## src/rtl/char_writer_pkg.sv

```systemverilog
// Shared geometry, control codes and writer state encoding for the character buffer.
// The VGA text renderer imports the same COLS/ROWS so both sides agree on the layout.
package char_writer_pkg;

   localparam int COLS   = 80;
   localparam int ROWS   = 24;
   localparam int CELLS  = ROWS * COLS;
   localparam int ADDR_W = 11;
   localparam int ROW_W  = 5;
   localparam int COL_W  = 7;

   localparam logic [7:0] BLANK = 8'h20;
   localparam logic [7:0] CH_CR = 8'h0D;
   localparam logic [7:0] CH_LF = 8'h0A;
   localparam logic [7:0] CH_BS = 8'h08;

   typedef enum logic [1:0] {
      ST_INIT_CLR = 2'd0,
      ST_IDLE     = 2'd1,
      ST_LINE_CLR = 2'd2
   } wr_state_t;

   function automatic logic is_printable(input logic [7:0] c);
      return (c >= 8'h20) && (c <= 8'h7E);
   endfunction

endpackage

```

## src/rtl/char_writer_if.sv

```systemverilog
// Byte stream (valid/ready) plus character buffer write port of the char writer.
interface char_writer_if;
   import char_writer_pkg::*;

   logic [7:0]        in_data;
   logic              in_valid;
   logic              in_ready;
   logic [ADDR_W-1:0] buf_addr;
   logic [7:0]        buf_din;
   logic              buf_wen;

   modport master (
      output in_data, in_valid,
      input  in_ready, buf_addr, buf_din, buf_wen
   );

   modport slave (
      input  in_data, in_valid,
      output in_ready, buf_addr, buf_din, buf_wen
   );

endinterface

```

## src/rtl/char_addr_calc.sv

```systemverilog
// Screen row + column to char buffer address, rotating the row by first_row mod ROWS.
module char_addr_calc
   import char_writer_pkg::*;
(
   input  logic [ROW_W-1:0]  i_first_row,
   input  logic [ROW_W-1:0]  i_row,
   input  logic [COL_W-1:0]  i_col,
   output logic [ADDR_W-1:0] o_addr
);

   logic [ROW_W:0]    w_sum;
   logic [ROW_W-1:0]  w_br;
   logic [ADDR_W-1:0] w_br_ext;
   logic [ADDR_W-1:0] w_col_ext;

   // Both operands are < ROWS, so a single conditional subtract is a full mod.
   assign w_sum     = {1'b0, i_first_row} + {1'b0, i_row};
   assign w_br      = (w_sum >= (ROW_W+1)'(ROWS)) ? ROW_W'(w_sum - (ROW_W+1)'(ROWS))
                                                  : w_sum[ROW_W-1:0];
   assign w_br_ext  = {{(ADDR_W-ROW_W){1'b0}}, w_br};
   assign w_col_ext = {{(ADDR_W-COL_W){1'b0}}, i_col};

   // br*80 as br*64 + br*16
   assign o_addr = (w_br_ext << 6) + (w_br_ext << 4) + w_col_ext;

endmodule

```

## src/rtl/char_writer.sv

```systemverilog
// Write side of the text character buffer: byte stream in, cursor tracking, scroll by
// rotating first_row and blanking the newly exposed bottom line.
//
// state       | meaning
// ------------+---------------------------------------------------------------
// ST_INIT_CLR | blank the whole buffer, one cell per cycle, input stalled
// ST_IDLE     | accept bytes; glyph write / CR / LF / BS handled at acceptance
// ST_LINE_CLR | blank the buffer row that just scrolled to the bottom
module char_writer
   import char_writer_pkg::*;
(
   input  logic              i_pclk,
   input  logic              i_clr,
   char_writer_if.slave      s_bus,
   output logic [ROW_W-1:0]  o_first_row,
   output logic [ROW_W-1:0]  o_cursor_row,
   output logic [COL_W-1:0]  o_cursor_col
);

   wr_state_t         r_state,      w_state_nxt;
   logic [ADDR_W-1:0] r_clr_cnt,    w_clr_cnt_nxt;
   logic              r_buf_wen,    w_buf_wen_nxt;
   logic [ADDR_W-1:0] r_buf_addr,   w_buf_addr_nxt;
   logic [7:0]        r_buf_din,    w_buf_din_nxt;
   logic [ROW_W-1:0]  r_first_row,  w_first_row_nxt;
   logic [ROW_W-1:0]  r_cursor_row, w_cursor_row_nxt;
   logic [COL_W-1:0]  r_cursor_col, w_cursor_col_nxt;

   logic [COL_W-1:0]  w_calc_col;
   logic [ADDR_W-1:0] w_addr;

   // During a line clear cursor_row is ROWS-1, so first_row+cursor_row lands on the
   // old first_row, which is exactly the row being blanked.
   assign w_calc_col = (r_state == ST_LINE_CLR) ? r_clr_cnt[COL_W-1:0] : r_cursor_col;

   char_addr_calc u_addr_calc (
      .i_first_row (r_first_row),
      .i_row       (r_cursor_row),
      .i_col       (w_calc_col),
      .o_addr      (w_addr)
   );

   always_ff @(posedge i_pclk or posedge i_clr) begin
      if (i_clr) begin
         r_state      <= ST_INIT_CLR;
         r_clr_cnt    <= '0;
         r_buf_wen    <= 1'b0;
         r_buf_addr   <= '0;
         r_buf_din    <= BLANK;
         r_first_row  <= '0;
         r_cursor_row <= '0;
         r_cursor_col <= '0;
      end else begin
         r_state      <= w_state_nxt;
         r_clr_cnt    <= w_clr_cnt_nxt;
         r_buf_wen    <= w_buf_wen_nxt;
         r_buf_addr   <= w_buf_addr_nxt;
         r_buf_din    <= w_buf_din_nxt;
         r_first_row  <= w_first_row_nxt;
         r_cursor_row <= w_cursor_row_nxt;
         r_cursor_col <= w_cursor_col_nxt;
      end
   end

   always_comb begin
      w_state_nxt      = r_state;
      w_clr_cnt_nxt    = r_clr_cnt;
      w_buf_wen_nxt    = 1'b0;
      w_buf_addr_nxt   = r_buf_addr;
      w_buf_din_nxt    = r_buf_din;
      w_first_row_nxt  = r_first_row;
      w_cursor_row_nxt = r_cursor_row;
      w_cursor_col_nxt = r_cursor_col;

      case (r_state)
         ST_INIT_CLR: begin
            w_buf_wen_nxt  = 1'b1;
            w_buf_addr_nxt = r_clr_cnt;
            w_buf_din_nxt  = BLANK;
            if (r_clr_cnt == ADDR_W'(CELLS-1)) begin
               w_clr_cnt_nxt = '0;
               w_state_nxt   = ST_IDLE;
            end else begin
               w_clr_cnt_nxt = r_clr_cnt + 1'b1;
            end
         end

         ST_IDLE: begin
            if (s_bus.in_valid) begin
               if (is_printable(s_bus.in_data)) begin
                  w_buf_wen_nxt  = 1'b1;
                  w_buf_addr_nxt = w_addr;
                  w_buf_din_nxt  = s_bus.in_data;
                  if (r_cursor_col < COL_W'(COLS-1))
                     w_cursor_col_nxt = r_cursor_col + 1'b1;
               end else if (s_bus.in_data == CH_CR) begin
                  w_cursor_col_nxt = '0;
               end else if (s_bus.in_data == CH_BS) begin
                  if (r_cursor_col != '0)
                     w_cursor_col_nxt = r_cursor_col - 1'b1;
               end else if (s_bus.in_data == CH_LF) begin
                  if (r_cursor_row < ROW_W'(ROWS-1)) begin
                     w_cursor_row_nxt = r_cursor_row + 1'b1;
                  end else begin
                     w_first_row_nxt = (r_first_row == ROW_W'(ROWS-1)) ? '0
                                                                       : r_first_row + 1'b1;
                     w_clr_cnt_nxt   = '0;
                     w_state_nxt     = ST_LINE_CLR;
                  end
               end
            end
         end

         ST_LINE_CLR: begin
            w_buf_wen_nxt  = 1'b1;
            w_buf_addr_nxt = w_addr;
            w_buf_din_nxt  = BLANK;
            if (r_clr_cnt == ADDR_W'(COLS-1)) begin
               w_clr_cnt_nxt = '0;
               w_state_nxt   = ST_IDLE;
            end else begin
               w_clr_cnt_nxt = r_clr_cnt + 1'b1;
            end
         end

         default: begin
            w_state_nxt   = ST_INIT_CLR;
            w_clr_cnt_nxt = '0;
         end
      endcase
   end

   assign s_bus.in_ready = (r_state == ST_IDLE);
   assign s_bus.buf_wen  = r_buf_wen;
   assign s_bus.buf_addr = r_buf_addr;
   assign s_bus.buf_din  = r_buf_din;
   assign o_first_row    = r_first_row;
   assign o_cursor_row   = r_cursor_row;
   assign o_cursor_col   = r_cursor_col;

endmodule

```

## src/flat_wrapper.sv

```systemverilog
// flat-port wrapper written by rule: the top's interface ports become plain ports
module char_writer_flat import char_writer_pkg::*;
  (i_pclk, i_clr, o_first_row, o_cursor_row, o_cursor_col, s_bus_in_data, s_bus_in_valid, s_bus_in_ready, s_bus_buf_addr, s_bus_buf_din, s_bus_buf_wen);
  char_writer_if s_bus_i ();
  input  logic i_pclk;
  input  logic i_clr;
  output logic [ROW_W-1:0] o_first_row;
  output logic [ROW_W-1:0] o_cursor_row;
  output logic [COL_W-1:0] o_cursor_col;
  input wire logic [$bits(s_bus_i.in_data)-1:0] s_bus_in_data;
  input wire logic [$bits(s_bus_i.in_valid)-1:0] s_bus_in_valid;
  output wire logic [$bits(s_bus_i.in_ready)-1:0] s_bus_in_ready;
  output wire logic [$bits(s_bus_i.buf_addr)-1:0] s_bus_buf_addr;
  output wire logic [$bits(s_bus_i.buf_din)-1:0] s_bus_buf_din;
  output wire logic [$bits(s_bus_i.buf_wen)-1:0] s_bus_buf_wen;
  assign s_bus_i.in_data = s_bus_in_data;
  assign s_bus_i.in_valid = s_bus_in_valid;
  assign s_bus_in_ready = s_bus_i.in_ready;
  assign s_bus_buf_addr = s_bus_i.buf_addr;
  assign s_bus_buf_din = s_bus_i.buf_din;
  assign s_bus_buf_wen = s_bus_i.buf_wen;
  char_writer u_core (.i_pclk(i_pclk), .i_clr(i_clr), .s_bus(s_bus_i), .o_first_row(o_first_row), .o_cursor_row(o_cursor_row), .o_cursor_col(o_cursor_col));
endmodule
```

## config.mk

```make
export PLATFORM = sky130hd
export DESIGN_NAME = char_writer_flat
export DESIGN_NICKNAME = d
export VERILOG_FILES = /design/src/rtl/char_writer_pkg.sv /design/src/rtl/char_writer_if.sv /design/src/rtl/char_addr_calc.sv /design/src/rtl/char_writer.sv /design/src/flat_wrapper.sv
export SDC_FILE = /design/constraint.sdc
export NUM_CORES = 1
export LEC_CHECK = 0
export BUFFER_PORTS_ARGS = -buffer_cell sky130_fd_sc_hd__buf_4
export CAP_MARGIN = 5
export CORE_MARGIN = 2
export CORE_UTILIZATION = 54
export CTS_BUF_LIST = sky130_fd_sc_hd__clkbuf_4 sky130_fd_sc_hd__clkbuf_8
export CTS_CLUSTER_SIZE = 20
export DETAILED_ROUTE_END_ITERATION = 7
export PLACE_DENSITY = 0.79
export SETUP_SLACK_MARGIN = 0.02
export SYNTH_ARGS = -nofsm -noshare
export SYNTH_HDL_FRONTEND = slang
export SYNTH_HIERARCHICAL = 1
export SYNTH_SLANG_ARGS = --single-unit
```

## constraint.sdc

```tcl
create_clock -name i_pclk -period 3.1 [get_ports i_pclk]
set_input_delay 0.93 -clock i_pclk [delete_from_list [all_inputs] [get_ports i_pclk]]
set_output_delay 0.93 -clock i_pclk [all_outputs]
set_load 0.05 [all_outputs]
```

; Yosys cells after proc, flatten, opt, wreduce, memory -nomap -nowiden
; Index checks and enable logic that the tools add are counted.
[totals]
register_bits = 50
out_inout_bits = 38
elab_cells = 94
[op_classes]
add_sub_neg = 9
order_cmp = 5
eq_ne = 18
mux = 35
n_bitwise = 4
reduce_logical = 15
[ops]
columns = operator, n
row1 = $mux 11, 10
row2 = $pmux 11 s3, 2
row3 = $mux 7, 6
row4 = $eq 8x4->1 const B, 3
row5 = $mux 2, 8
row6 = $mux 8, 2
row7 = $pmux 8 s2, 1
row8 = $ne 2x2->1 const B, 7
row9 = $reduce_and 7->1, 2
row10 = $add 11x1->11 const B, 1
row11 = $add 11x7->11, 1
row12 = $add 11x9->11, 1
row13 = $eq 11x11->1 const B, 1
row14 = $eq 11x7->1 const B, 1
row15 = $add 5x1->5 const B, 2
row16 = $mux 5, 2
row17 = $reduce_bool 3->1, 3
row18 = $ge 8x6->1 const B, 1
row19 = $le 8x7->1 const B, 1
row20 = $reduce_and 8->1, 1
row21 = $add 7x1->7 const B, 1
row22 = $lt 7x7->1 const B, 1
row23 = $reduce_bool 7->1, 1
row24 = $sub 7x1->7 const B, 1
row25 = 19 further kinds, 26

; Depth between registers and ports, before layout
[logic_depth]
word_depth = 8
depth_mapped = 16
mapped_depth_nobuf = 16

; Modules after synthesis
; Netlist, hierarchy kept.
[modules_own_cells]
columns = mod, instances, cells_per_inst, area_each_um2
row1 = char_writer, 1, 306, 2920.3
row2 = char_addr_calc, 1, 79, 625.6

; Worst setup path before layout
; OpenSTA, ideal clock, no wires.
[synth_timing]
path_type = register to register
from = reg u_core.r_cursor_row[0], in the netlist u_core/o_cursor_row[0]
to = reg u_core.r_buf_addr[10], in the netlist u_core/s_bus.buf_addr[10]
arrival_ns = 3.386
required_time_ns = 2.974
path_slack_ns = -0.412
path_stages_with_launch = 17
n_path_buf = 0
cell_sequence = dfrtp_1 -> ha_1 -> inv_1 -> fa_1 -> nor2b_4 -> or3_1 -> o21ai_1 -> a221oi_1 -> o21ai_1 -> ha_1 -> ha_1 -> nor2b_1 -> o21ai_0 -> a21oi_1 -> xor2_1 -> mux2i_1 -> a21oi_1
[synth_via]
elab_chain_len = 8
[synth_rtl]
columns = item, line_no
row1 = start: declaration, char_writer.sv:26  ; logic [ROW_W-1:0] r_cursor_row, w_cursor_row_nxt;
row2 = start signal: assignment, char_writer.sv:60  ; r_cursor_row <= w_cursor_row_nxt;
row3 = $add 5x5->6 (*), char_addr_calc.sv:17  ; assign w_sum = {1'b0, i_first_row} + {1'b0, i_row};
row4 = $sub 5x5->5 / $ge 6x5->1 (equally long branches), char_addr_calc.sv:18  ; assign w_br = (w_sum >= (ROW_W+1)'(ROWS)) ? ROW_W'(w_sum - (ROW_W+1)'(ROWS))
row5 = $mux 5 (*), char_addr_calc.sv:18
row6 = $add 11x9->11 (*), char_addr_calc.sv:24  ; assign o_addr = (w_br_ext << 6) + (w_br_ext << 4) + w_col_ext;
row7 = $add 11x7->11 (*), char_addr_calc.sv:24
row8 = net u_core.w_addr[10], char_writer.sv:30  ; logic [ADDR_W-1:0] w_addr;
row9 = $mux 11, char_writer.sv:90  ; if (is_printable(s_bus.in_data)) begin
row10 = $mux 11, char_writer.sv:89  ; if (s_bus.in_valid) begin
row11 = $pmux 11 s3 (*), char_writer.sv:75  ; case (r_state)
row12 = end signal: assignment, char_writer.sv:57  ; r_buf_addr <= w_buf_addr_nxt;
row13 = end: declaration, char_writer.sv:23  ; logic [ADDR_W-1:0] r_buf_addr, w_buf_addr_nxt;
; The timed path passes the listed nets; every way through them passes the cells marked *. The select of a mux whose other input is x is not followed.
; A chain may end at the register's enable or synchronous reset.

; Final worst setup path
; Same ends and word-level chain as after synthesis.

==> summary.txt <==
Yosys
  • Seq/Total Area, Yosys: 35.32%
  • Gate count of the mapped netlist: 385
  • Yosys reg bits: 50
  • Avg Inst Size Synth: 9.210 µm²
  • Primary FF master, synth: dfrtp_1
  • Async set or reset register ratio after synthesis: 100.0%
  • Synth cell types: 69
  • Yosys warnings: 6
  • Synthesized area: 0.003546 mm²
  • EDFF count, synth: 0
  • Synthesized Nets: 423

Critical path
  • Reg-to-reg startpoint: u_core/o_cursor_row[0]$_DFFE_PP0P_
  • Setup crit start kind: flip-flop
  • Worst EP required: 3.34 ns
  • Reg-to-Reg End: u_core/s_bus.buf_addr[10]$_DFFE_PP0P_
  • Crit path arrival time: 3.33 ns
  • R2r worst-path depth: 16
  • Crit. End Element: flip-flop
  • Critical path origin: u_core/o_cursor_row[0]$_DFFE_PP0P_
  • Largest fanout on the critical path: 3
  • Setup Crit Path Kind: reg -> reg
  • R2r setup slk: 0.006 ns

STA
  • Setup TNS: 0 ns
  • Fmax: 323.2 MHz
  • Slew Limit Fails: 0
  • Final setup margin: 0.005839 ns
  • Relative slew slack: 58.05%
  • Pin slew with the least headroom to its limit: 0.6292 ns
  • Worst Clk Skew: 0.01778 ns
  • Final hold violation count: 0
  • Setup violators final: 0
  • Crit share post-route: 99.81%
  • Unrepaired setup endpoints after global routing: yes
  • Final min period: 3.094 ns

Clock network
  • Num Clock Sinks: 50
  • CTS tree: built
  • Clock latency at the later pin of the worst-skew pair: 0.31 ns
  • CTS hold repair buffers: 0
  • Worst-path clk slew: 0.11 ns
  • Clock root cell: clkbuf_8
  • Clock Path Buffers: 2
  • CTS Buf Count: 5
  • H-tree depth: 2

Global routing
  • First-pass GRT wire length: 13880 µm
  • Vias in the first global route: 2975
  • Congestion Overflow GR: 0
  • Largest net degree at the start of global routing: 23
  • Total GRT Usage: 23.37%
  • Initial antenna violation count: 0

Finish
  • Most frequent cells in the layout: 67 x buf_4, 41 x dfrtp_1, 33 x nand2_1
  • Area delta synth->final: 18.95%
  • # fillers: 539
  • Post-layout net count: 478
  • Ratio of cells with drive above 1 in the final layout: 27.21%
  • Final core utilization: 66.42%
  • # diodes: 0
  • Commonest non-fill, non-tap cell in the layout: buf_4
  • Fin cells: 518

Placement
  • Placed cell count: 507
  • Worst slack, placed: -0.03964 ns
  • GP Congestion: 0.8043
  • Post-DP HPWL: 6061 µm
  • I/O Buffers: 48

Die
  • Die width: 85.04 µm
  • IO Count: 49
  • Die Footprint: 0.007231 mm²
  • Rows: 29
  • Initial Util: 55.84%
  • Core Box Area: 0.006350 mm²
  • Die height: 85.04 µm

Run
  • Max cap viols: 0

Power and ir drop
  • PD cells: 258.4 mW/mm²
  • Worst VDD drop: 0.1765 mV
  • Leak: 1.928 nW

Drt
  • DRT Wirelength: 8210 µm
  • Via-to-Cell Ratio: 5.996
  • DRT iter0 DRCs: 141
  • Routed vias: 3106
  • DRC: 0
  • DRT Pass-1 Iters: 4
  • Routed len/inst: 15.85 µm
  • DRT antenna net count: 0

Hold path
  • Hold Path End: u_core/s_bus.buf_din[7]$_DFFE_PP0P_
  • Worst hold path type: reg -> reg
  • Hold path depth: 1
  • Hold_sp: u_core/s_bus.buf_din[7]$_DFFE_PP0P_

Run status
  • Outcome: complete, no violations
sequential cells by signal, indices dropped and copies added (netlist names):
name	cells
u_core/s_bus.buf_din	8
u_core/s_bus.buf_addr	11
u_core/r_state	2
u_core/s_bus.buf_wen	1
u_core/o_first_row	5
u_core/o_cursor_col	7
u_core/r_clr_cnt	11
u_core/o_cursor_row	5
layer usage:
layer | GRT usage [%] | routed length, µm
met1 | 32.44 | 3800
met2 | 37.78 | 4035
met3 | 3.794 | 280
met4 | 7.071 | 93
met5 | 0 | 0
per-stage QoR:
step	total power, mW	hold slack [ns]	area [µm²]
6_report	1.090	0.5051	4218
5_1_grt	1.138	0.5270	4218
4_1_cts	1.108	0.5089	4163
3_5_place_dp	0.7146	0.4845	4068
3_3_place_gp	0.7133	0.4729	4068
2_1_floorplan	0.6884	0.5263	3591
how the worst max path moves through the flow:
stage	end	slack (ns)
after floorplan	u_core/s_bus.buf_addr[10]$_DFFE_PP0P_	-0.11
after global placement	u_core/s_bus.buf_addr[10]$_DFFE_PP0P_	0.05
after detailed placement	u_core/s_bus.buf_addr[10]$_DFFE_PP0P_	-0.04
after CTS	u_core/s_bus.buf_addr[10]$_DFFE_PP0P_	0.02
after global routing	u_core/s_bus.buf_addr[8]$_DFFE_PP0P_	-0.13
final	u_core/s_bus.buf_addr[10]$_DFFE_PP0P_	0.006
power breakdown:
group	total, mW	switching, mW	internal [mW]
registers	0.652	0	0.652
clock network	0.388	0.229	0.159
logic	0.0500	0.0333	0.0167
logic make-up after synthesis:
logic type / after synthesis / share of synthesized area, %
buf+inv: 37 / 4.728
simple gates: 137 / 20.71
mux: 22 / 6.598
fa+ha+maj: 27 / 10.16
compound gates: 102 / 20.01
xor+xnor: 10 / 2.470
flops: 50 / 35.32
cell type report:
type | count | area (µm²) | area share [%]
well taps | 77 | 96.34 | 2.284
multi-input cells | 298 | 2201 | 52.18
clock inverters | 3 | 18.77 | 0.4450
inverters | 18 | 67.56 | 1.602
flip-flops and latches | 50 | 1262 | 29.93
repair buffers | 67 | 503.0 | 11.93
clock buffers | 5 | 68.82 | 1.632
what timing repair did:
item,CTS,global route
gates cloned,0,0
endpoints found under the hold margin,0,0
pin swaps,3,3
setup buffers,1,2
endpoints found under the setup margin,1,3
gates resized for setup,0,8
Yosys cell counts (2+ instances only):
cell / n / area, µm²
xnor2_1: 6 / 52.55
o2111a_1: 2 / 22.52
a21o_1: 2 / 15.01
ha_1: 24 / 300.3
and2_1: 8 / 50.05
or4_1: 2 / 15.01
clkbuf_1: 6 / 22.52
a21oi_1: 27 / 135.1
a221oi_1: 2 / 17.52
nor3_1: 12 / 60.06
o31ai_1: 7 / 52.55
o21bai_1: 2 / 15.01
nor2b_1: 6 / 37.54
mux2i_1: 14 / 140.1
o21ai_0: 18 / 90.09
o22a_1: 2 / 17.52
a22oi_1: 2 / 15.01
inv_1: 18 / 67.56
buf_2: 8 / 40.04
o211ai_1: 4 / 30.03
xor2_1: 4 / 35.03
nand2b_1: 2 / 12.51
and3_1: 5 / 31.28
a2bb2oi_1: 4 / 35.03
nand4_1: 8 / 50.05
mux2_2: 7 / 78.83
a22o_1: 9 / 78.83
o21ai_1: 3 / 15.01
a31oi_1: 3 / 18.77
buf_4: 5 / 37.54
or3_1: 3 / 18.77
dfrtp_1: 49 / 1226
nor2_1: 28 / 105.1
nand3_1: 12 / 60.06
fa_1: 3 / 60.06
nor3b_1: 3 / 22.52
nand2_1: 33 / 123.9
critical path, cell delays in order, from the launching register on:
cell      delay, ns
dfrtp_2        0.43
ha_4           0.17
inv_2          0.05
fa_2           0.25
nor2b_4        0.06
or3_1          0.36
o21ai_1        0.13
a221oi_1       0.09
o21ai_1        0.19
ha_1           0.28
ha_4           0.29
nor2b_4        0.15
o21ai_2        0.06
a21oi_2        0.14
xor2_1         0.15
mux2i_1        0.08
a21oi_1        0.14
Power figures use the tool's default switching activity.
